## src/rtl/wk_extract_pkg.sv

```systemverilog
// Shared types and helpers for the QRD-RLS weight extraction cell:
// FSM state encoding, signed range limits and the update-counter width.
package wk_extract_pkg;

    typedef enum logic [1:0] {
        IDLE = 2'd0,
        RUN  = 2'd1,
        HOLD = 2'd2
    } wk_state_e;

    function automatic longint max_signed(input int width);
        return (longint'(1) <<< (width - 1)) - longint'(1);
    endfunction

    function automatic longint min_signed(input int width);
        return -(longint'(1) <<< (width - 1));
    endfunction

    // Wide enough to hold n itself, so the counter can sit at n without wrapping.
    function automatic int cnt_width(input int n);
        return $clog2(n + 1);
    endfunction

endpackage

```

## src/rtl/wk_mac_sat.sv

```systemverilog
// Combinational w - ((a*b) >>> FRAC_BITS) with the result reduced to DATA_LENGTH bits.
// Saturation and the sat_o port exist only when WK_EXTRACT_SAT_EN is defined.
module wk_mac_sat
    import wk_extract_pkg::*;
#(
    parameter int DATA_LENGTH = 16,
    parameter int FRAC_BITS   = 8
) (
    input  logic signed [DATA_LENGTH-1:0] a_i,
    input  logic signed [DATA_LENGTH-1:0] b_i,
    input  logic signed [DATA_LENGTH-1:0] w_i,
    output logic signed [DATA_LENGTH-1:0] diff_o
`ifdef WK_EXTRACT_SAT_EN
    ,
    output logic                          sat_o
`endif
);

    localparam int PW = 2 * DATA_LENGTH;
    localparam int DW = 2 * DATA_LENGTH + 1;

    logic signed [PW-1:0] prod;
    logic signed [PW-1:0] prod_s;
    logic signed [DW-1:0] diff_full;

    assign prod      = a_i * b_i;
    assign prod_s    = prod >>> FRAC_BITS;
    assign diff_full = $signed({{(DW-DATA_LENGTH){w_i[DATA_LENGTH-1]}}, w_i})
                     - $signed({prod_s[PW-1], prod_s});

`ifdef WK_EXTRACT_SAT_EN
    localparam logic signed [DW-1:0] MAX_W = DW'(max_signed(DATA_LENGTH));
    localparam logic signed [DW-1:0] MIN_W = DW'(min_signed(DATA_LENGTH));

    function automatic logic signed [DATA_LENGTH-1:0] saturate(input logic signed [DW-1:0] x);
        if (x > MAX_W)
            return MAX_W[DATA_LENGTH-1:0];
        else if (x < MIN_W)
            return MIN_W[DATA_LENGTH-1:0];
        else
            return x[DATA_LENGTH-1:0];
    endfunction

    function automatic logic clipped(input logic signed [DW-1:0] x);
        return (x > MAX_W) || (x < MIN_W);
    endfunction

    assign diff_o = saturate(diff_full);
    assign sat_o  = clipped(diff_full);
`else
    function automatic logic signed [DATA_LENGTH-1:0] wrap(input logic signed [DW-1:0] x);
        return x[DATA_LENGTH-1:0];
    endfunction

    assign diff_o = wrap(diff_full);
`endif

endmodule

```

## src/rtl/wk_extract_cell_p.sv

```systemverilog
// QRD-RLS back-substitution weight cell: accumulates w <= w - a*b over NUM_UPDATES beats,
// forwards a downstream. Optional saturation plus sticky sat_flag via WK_EXTRACT_SAT_EN.
module wk_extract_cell_p
    import wk_extract_pkg::*;
#(
    parameter int DATA_LENGTH = 16,
    parameter int FRAC_BITS   = 8,
    parameter int NUM_UPDATES = 4
) (
    input  logic                   clk,
    input  logic                   rst,
    input  logic                   clear,
    input  logic [DATA_LENGTH-1:0] ai_in,
    input  logic [DATA_LENGTH-1:0] bi_in,
    input  logic                   in_valid,
    output logic                   in_ready,
    output logic [DATA_LENGTH-1:0] ak_out,
    output logic                   ak_valid,
    output logic [DATA_LENGTH-1:0] wk_out,
    output logic                   wk_valid,
    output logic                   busy
`ifdef WK_EXTRACT_SAT_EN
    ,
    output logic                   sat_flag
`endif
);

    localparam int CW = cnt_width(NUM_UPDATES);
    localparam logic [CW-1:0] LAST_CNT = CW'(NUM_UPDATES);

    wk_state_e                     state_q;
    logic [CW-1:0]                 cnt_q;
    logic [CW-1:0]                 cnt_d;
    logic signed [DATA_LENGTH-1:0] w_q;
    logic signed [DATA_LENGTH-1:0] w_d;
    logic [DATA_LENGTH-1:0]        ak_q;
    logic                          akv_q;
    logic                          accept;

    assign in_ready = (state_q != HOLD) && !clear;
    assign accept   = in_valid && in_ready;
    assign cnt_d    = cnt_q + CW'(1);

`ifdef WK_EXTRACT_SAT_EN
    logic sat_d;
    logic sat_q;

    wk_mac_sat #(
        .DATA_LENGTH(DATA_LENGTH),
        .FRAC_BITS  (FRAC_BITS)
    ) u_mac (
        .a_i   ($signed(ai_in)),
        .b_i   ($signed(bi_in)),
        .w_i   (w_q),
        .diff_o(w_d),
        .sat_o (sat_d)
    );

    // Sticky clip indicator; only an accepted beat can raise it.
    always_ff @(posedge clk) begin
        if (rst || clear)
            sat_q <= 1'b0;
        else if (accept && sat_d)
            sat_q <= 1'b1;
    end

    assign sat_flag = sat_q;
`else
    wk_mac_sat #(
        .DATA_LENGTH(DATA_LENGTH),
        .FRAC_BITS  (FRAC_BITS)
    ) u_mac (
        .a_i   ($signed(ai_in)),
        .b_i   ($signed(bi_in)),
        .w_i   (w_q),
        .diff_o(w_d)
    );
`endif

    always_ff @(posedge clk) begin
        if (rst) begin
            state_q <= IDLE;
            cnt_q   <= '0;
            w_q     <= '0;
            ak_q    <= '0;
            akv_q   <= 1'b0;
        end else if (clear) begin
            // The forwarded operand survives a clear; only its strobe drops.
            state_q <= IDLE;
            cnt_q   <= '0;
            w_q     <= '0;
            akv_q   <= 1'b0;
        end else begin
            akv_q <= accept;
            if (accept) begin
                w_q   <= w_d;
                ak_q  <= ai_in;
                cnt_q <= cnt_d;
                if (cnt_d == LAST_CNT)
                    state_q <= HOLD;
                else
                    state_q <= RUN;
            end
        end
    end

    assign ak_out   = ak_q;
    assign ak_valid = akv_q;
    assign wk_out   = w_q;
    assign wk_valid = (state_q == HOLD);
    assign busy     = (state_q == RUN);

endmodule

```

## config.mk

```make
export PLATFORM = sky130hd
export DESIGN_NAME = wk_extract_cell_p
export DESIGN_NICKNAME = d
export VERILOG_FILES = /design/src/rtl/wk_extract_pkg.sv /design/src/rtl/wk_mac_sat.sv /design/src/rtl/wk_extract_cell_p.sv
export SDC_FILE = /design/constraint.sdc
export NUM_CORES = 1
export LEC_CHECK = 0
export ABC_AREA = 1
export CORE_UTILIZATION = 28
export CTS_CLUSTER_SIZE = 8
export DETAILED_ROUTE_END_ITERATION = 16
export PLACE_DENSITY = 0.41
export SLEW_MARGIN = 5
export SYNTH_ARGS = -nofsm -noshare
export SYNTH_HDL_FRONTEND = slang
export SYNTH_SLANG_ARGS = --single-unit
export TNS_END_PERCENT = 50
```

## constraint.sdc

```tcl
create_clock -name clk -period 19.5 [get_ports clk]
set_clock_uncertainty 0.2 [all_clocks]
set_input_delay 3.9 -clock clk [delete_from_list [all_inputs] [get_ports clk]]
set_output_delay 3.9 -clock clk [all_outputs]
set_load 0.03 [all_outputs]
```

---- Word level (Yosys, flattened, before mapping) ----
Index checks and enable logic that the tools add are counted.
word-level totals
  output and inout port bits .............. 36
  bits in registers ....................... 38
  bits in latches ......................... 0
  bits in read-only memories .............. 0
  memories ................................ 0
  logic and storage cells ................. 19
  RAM bits ................................ 0
operators by class
  div/mod/pow operators ................... 0
  reduce and logical (&&, ||, !) cells .... 5
  $add $sub $neg .......................... 2
  mux-type cells .......................... 1
  $mul .................................... 1
  shift-type cells ........................ 0
  bitwise logic cells ..................... 1
  equality and inequality tests ........... 4
  magnitude comparators ................... 0
operators with widths
  operator                                                                count
  16-bit by 16-bit multiplier with 24-bit output                          1
  16-bit subtractor                                                       1
  3-bit by 1-bit adder with 3-bit output (second input constant)          1
  3-bit equality test (second input constant)                             1
  2-bit by 1-bit equality test with 1-bit output (second input constant)  1
  2-bit equality test (second input constant)                             1
  1-bit logical AND                                                       2
  2-bit 2-to-1 mux                                                        1
  2-bit != test (second input constant)                                   1
  2-bit AND reduction                                                     1
  2-bit OR reduction                                                      1
  1-bit zero test                                                         1
  1-bit inverter                                                          1

---- Longest topological paths before layout ----
  word-level depth ........................ 4
  mapped depth ............................ 37
  mapped depth without buffers ............ 35

---- By module ----
From an unflattened synthesis, not the netlist that was laid out.
unflattened totals
  cells, all modules ...................... 1429
  area total of the unflattened synthesis .. 10317.4 um2
modules (own cells, without submodules)
  module             instances  area an instance (um2)  cells an instance  seq. area each (um2)
  wk_mac_sat         1          8834.7                  1242               0.0
  wk_extract_cell_p  1          1482.7                  187                760.7

---- Worst setup path after synthesis ----
No wires, ideal clock.
  path kind ............................... input port to flip-flop
  from .................................... in bi_in[2]
  to ...................................... reg w_q[15], in the netlist wk_out[15]
  library setup time ...................... 64 ps
  cell stages on the path ................. 35
  path buffers ............................ 2
  arrival time ............................ 10156 ps
  slack ................................... 9081 ps
  cells stage by stage .................... clkbuf_1 > clkbuf_1 > nand2_1 > fa_1 > fa_1 > fa_1 > fa_1 > inv_1 > fa_1 > inv_1 > fa_1 > inv_1 > ha_1 > nand2_1 > nor2_1 > nand3_1 > and2_4 > o21ai_4 > nand2_1 > o211ai_2 > nand2_2 > nand2_1 > xor2_1 > ha_1 > a21o_1 > a21oi_1 > nor2_1 > nor2_1 > nand2_1 > a31oi_1 > nand3b_1 > nand3_1 > nand2_1 > inv_1 > nor2_1
between the ends
  longest elaborated chain between the ends .. 2
ends and longest elaborated chain
  item                                            RTL line                 text
  start, declared                                 wk_extract_cell_p.sv:14  input logic [DATA_LENGTH-1:0] bi_in,
  16-bit by 16-bit multiplier with 24-bit output  wk_mac_sat.sv:26         assign prod = a_i * b_i;
  16-bit subtractor                               wk_mac_sat.sv:29         - $signed({prod_s[PW-1], prod_s});
  end signal, assigned                            wk_extract_cell_p.sv:96  w_q <= w_d;
  end, declared                                   wk_extract_cell_p.sv:34  logic signed [DATA_LENGTH-1:0] w_q;
No other way between the ends.
A chain may end at the register's enable or synchronous reset.

---- Worst setup path in the final report ----
  from .................................... in bi_in[1]
  to ...................................... reg w_q[15], in the netlist wk_out[15]
Same word-level chain as after synthesis.

==> run_results.csv <==
group,metric,value,unit
run_status,status,"completed",
route,detail_route.wirelength,27.9,mm
route,remaining_drc_errors,0,
layout,area_growth,12.9,%
layout,register_area,761,sq um
critical_path,cp.required,19.53,ns
yosys,synth.cell_area,10100,sq um
route,firstDrtPassIters,4,
yosys,synth_fp_nets,1674,
layout,layout-drive-gt1-share,0.0293,
layout,layout.cells.most_common,"sky130_fd_sc_hd__inv_1",
die,die_height,192,um
global_routing,grt.total_usage,0.163,
clock_tree,cts-hold-fix-buffers,0,
critical_path,crit_slowest_cell,"sky130_fd_sc_hd__clkdlybuf4s50_1",
min_path,hold_path.class,"reg2reg",
clock_tree,clk_transition_reported_paths,0.06,ns
sta,timing.setup.tns,0,ns
layout,final_nets,1708,
clock_tree,cts_tree,"yes",
place,detailed_place_hpwl,22.8,mm
critical_path,crit_path_start_kind,"input pin",
die,die_width,192,um
yosys,synthDistinctLibCells,40,
layout,multi_input_area,7570,sq um
critical_path,crit_type,"in2reg",
critical_path,worst_path_most_repeated_cell,"sky130_fd_sc_hd__fa_1",
yosys,yosysWarnings,0,
sta,period_minus_slack,11.26,ns
global_routing,antenna_found_initial,1,
route,via_per_inst,4.34,
global_routing,via_count_of_the_first_global_routing_pass,8740,
critical_path,worstSetupStartpoint,"bi_in[1]",
sta,final_hold_viol_count,0,
clock_tree,clockBufferDepth,2,
layout,final_cell_mix,"sky130_fd_sc_hd__inv_1, sky130_fd_sc_hd__nand2_1, sky130_fd_sc_hd__fa_1",
yosys,synth-seq-cells,38,
layout,num-fill-cells,3860,
layout,finish.utilization,0.321,
sta,finalSetupViolations,0,
route,drtAntennaViolNets,0,
sta,slew_headroom,0.234,
global_routing,maximum_number_of_pins_on_one_net_before_global_route_repair,39,
place,routabilityCongestion,0.836,
yosys,post_syn_area_per_cell,7.39,sq um
place,pre_cts_slack,7.97,ns
critical_path,end_kind,"flip-flop",
clock_tree,cts-buffers-inserted,5,
critical_path,arrival,11.29,ns
clock_tree,number_of_gates_resized_after_cts,0,
sta,fin_hold_ws,0.266,ns
die,core,35500,sq um
die,rows,69,
route,routed-via-count,8077,
clock_tree,cts_max_level,2,
global_routing,wire_length_of_the_first_global_routing_pass,46.3,mm
clock_tree,cts.root.buffer_cell,"sky130_fd_sc_hd__clkbuf_16",
min_path,hold_start,"ak_out[8]$_SDFFE_PP0P_",
sta,timing.fmax,88.8,MHz
die,initial_standard_cell_utilization_of_the_core,0.284,
sta,finalWorstSetupSlack,8.24,ns
sta,timing.final.max_slew_violations,0,
die,die_outline_area,36800,sq um
sta,rsz_0062_raised_after_global_routing,"no",
clock_tree,postCtsSetupRepairBufs,0,
sta,fin_crit_sh,0.577,
place,buffer_ports.inserted,71,
clock_tree,clock_sink_count,38,
yosys,syn_inst,1364,
sta,worst-slew-pin-transition,1.15,ns
global_routing,grt-ovfl-total,0,
die,ios,72,
flow_run,timing.max_cap.violations,0,
critical_path,crit-reg2reg-launch,"wk_out[0]$_SDFFE_PP0P_",
route,initial_drt_markers,326,
critical_path,critical_path.max_fanout,16,
clock_tree,insertion_delay,0.29,ns
route,wl_per_cell,15.0,um
yosys,seq_area_frac_synth,0.0754,
critical_path,slowest_delay,0.95,ns
[final timing paths]
path	endpoint	slack (ns)	depth (start not counted)
max	wk_out[15]$_SDFFE_PP0P_	8.24	31
min	ak_out[8]$_SDFFE_PP0P_	0.27	2
max reg2reg	wk_out[12]$_SDFFE_PP0P_	16.94	13
min reg2reg	ak_out[8]$_SDFFE_PP0P_	0.27	2
[registers in the layout (all words and copies together) (netlist names)]
| register | cells |
|---|---|
| cnt_q | 3 |
| ak_valid | 1 |
| state_q | 2 |
| wk_out | 16 |
| ak_out | 16 |
[worst max-delay path, delay by kind of cell]
family / cells / cell delay (ns)
buf+inv: 6 / 1.21
simple gates: 8 / 0.95
compound gates: 8 / 1.29
fa+ha+maj: 8 / 3.76
xor+xnor: 1 / 0.16
[kinds of logic after synthesis]
group | after synthesis | synth area share
simple gates | 442 | 0.175
xor+xnor | 32 | 0.0278
compound gates | 119 | 0.0687
fa+ha+maj | 274 | 0.479
flops | 38 | 0.0754
buf+inv | 459 | 0.174
[metrics by stage]
| step | area, sq um | cells |
|---|---|---|
| finish | 11400 | 1861 |
| global route | 11400 | 1860 |
| CTS | 11400 | 1860 |
| detailed placement | 11200 | 1852 |
| global placement | 11200 | 1852 |
| floorplan | 10100 | 1364 |
[layer usage]
metal | share of wire | GRT usage | wire [um]
met5 | 0 | 0 | 0
met4 | 0.015 | 0.0281 | 423
met3 | 0.036 | 0.0199 | 997
met2 | 0.50 | 0.292 | 13800
met1 | 0.45 | 0.212 | 12600
[synthesized netlist by cell type (all sizes together)]
cell,n,area share
nor4,1,0.0012
xnor2,16,0.014
ha,87,0.11
a211oi,3,0.0022
a31oi,1,0.00062
a21oi,58,0.029
nand4,4,0.0031
dfxtp,38,0.075
or2,4,0.0025
o21a,1,0.00074
nor3,2,0.0015
a21boi,2,0.0019
clkbuf,46,0.017
o21bai,14,0.010
nand3b,4,0.0030
o21ai,31,0.017
and2,1,0.00087
a21o,5,0.0037
inv,400,0.15
fa,187,0.37
xor2,16,0.014
nor2,42,0.016
nand3,26,0.013
o211ai,4,0.0035
buf,13,0.0074
nand2,358,0.13
[final cells by class]
cell class / instances / area share
multi-input cells: 867 / 0.665
inverters: 400 / 0.132
repair buffers: 86 / 0.0723
flip-flops and latches: 38 / 0.0668
well taps: 461 / 0.0506
clock buffers: 6 / 0.0122
clock inverters: 2 / 0.00110
diodes: 1 / 0.000220
Power is left out: the tool's default activity adds up to more than one toggle a clock period on the data nets, which glitch-free logic cannot reach.
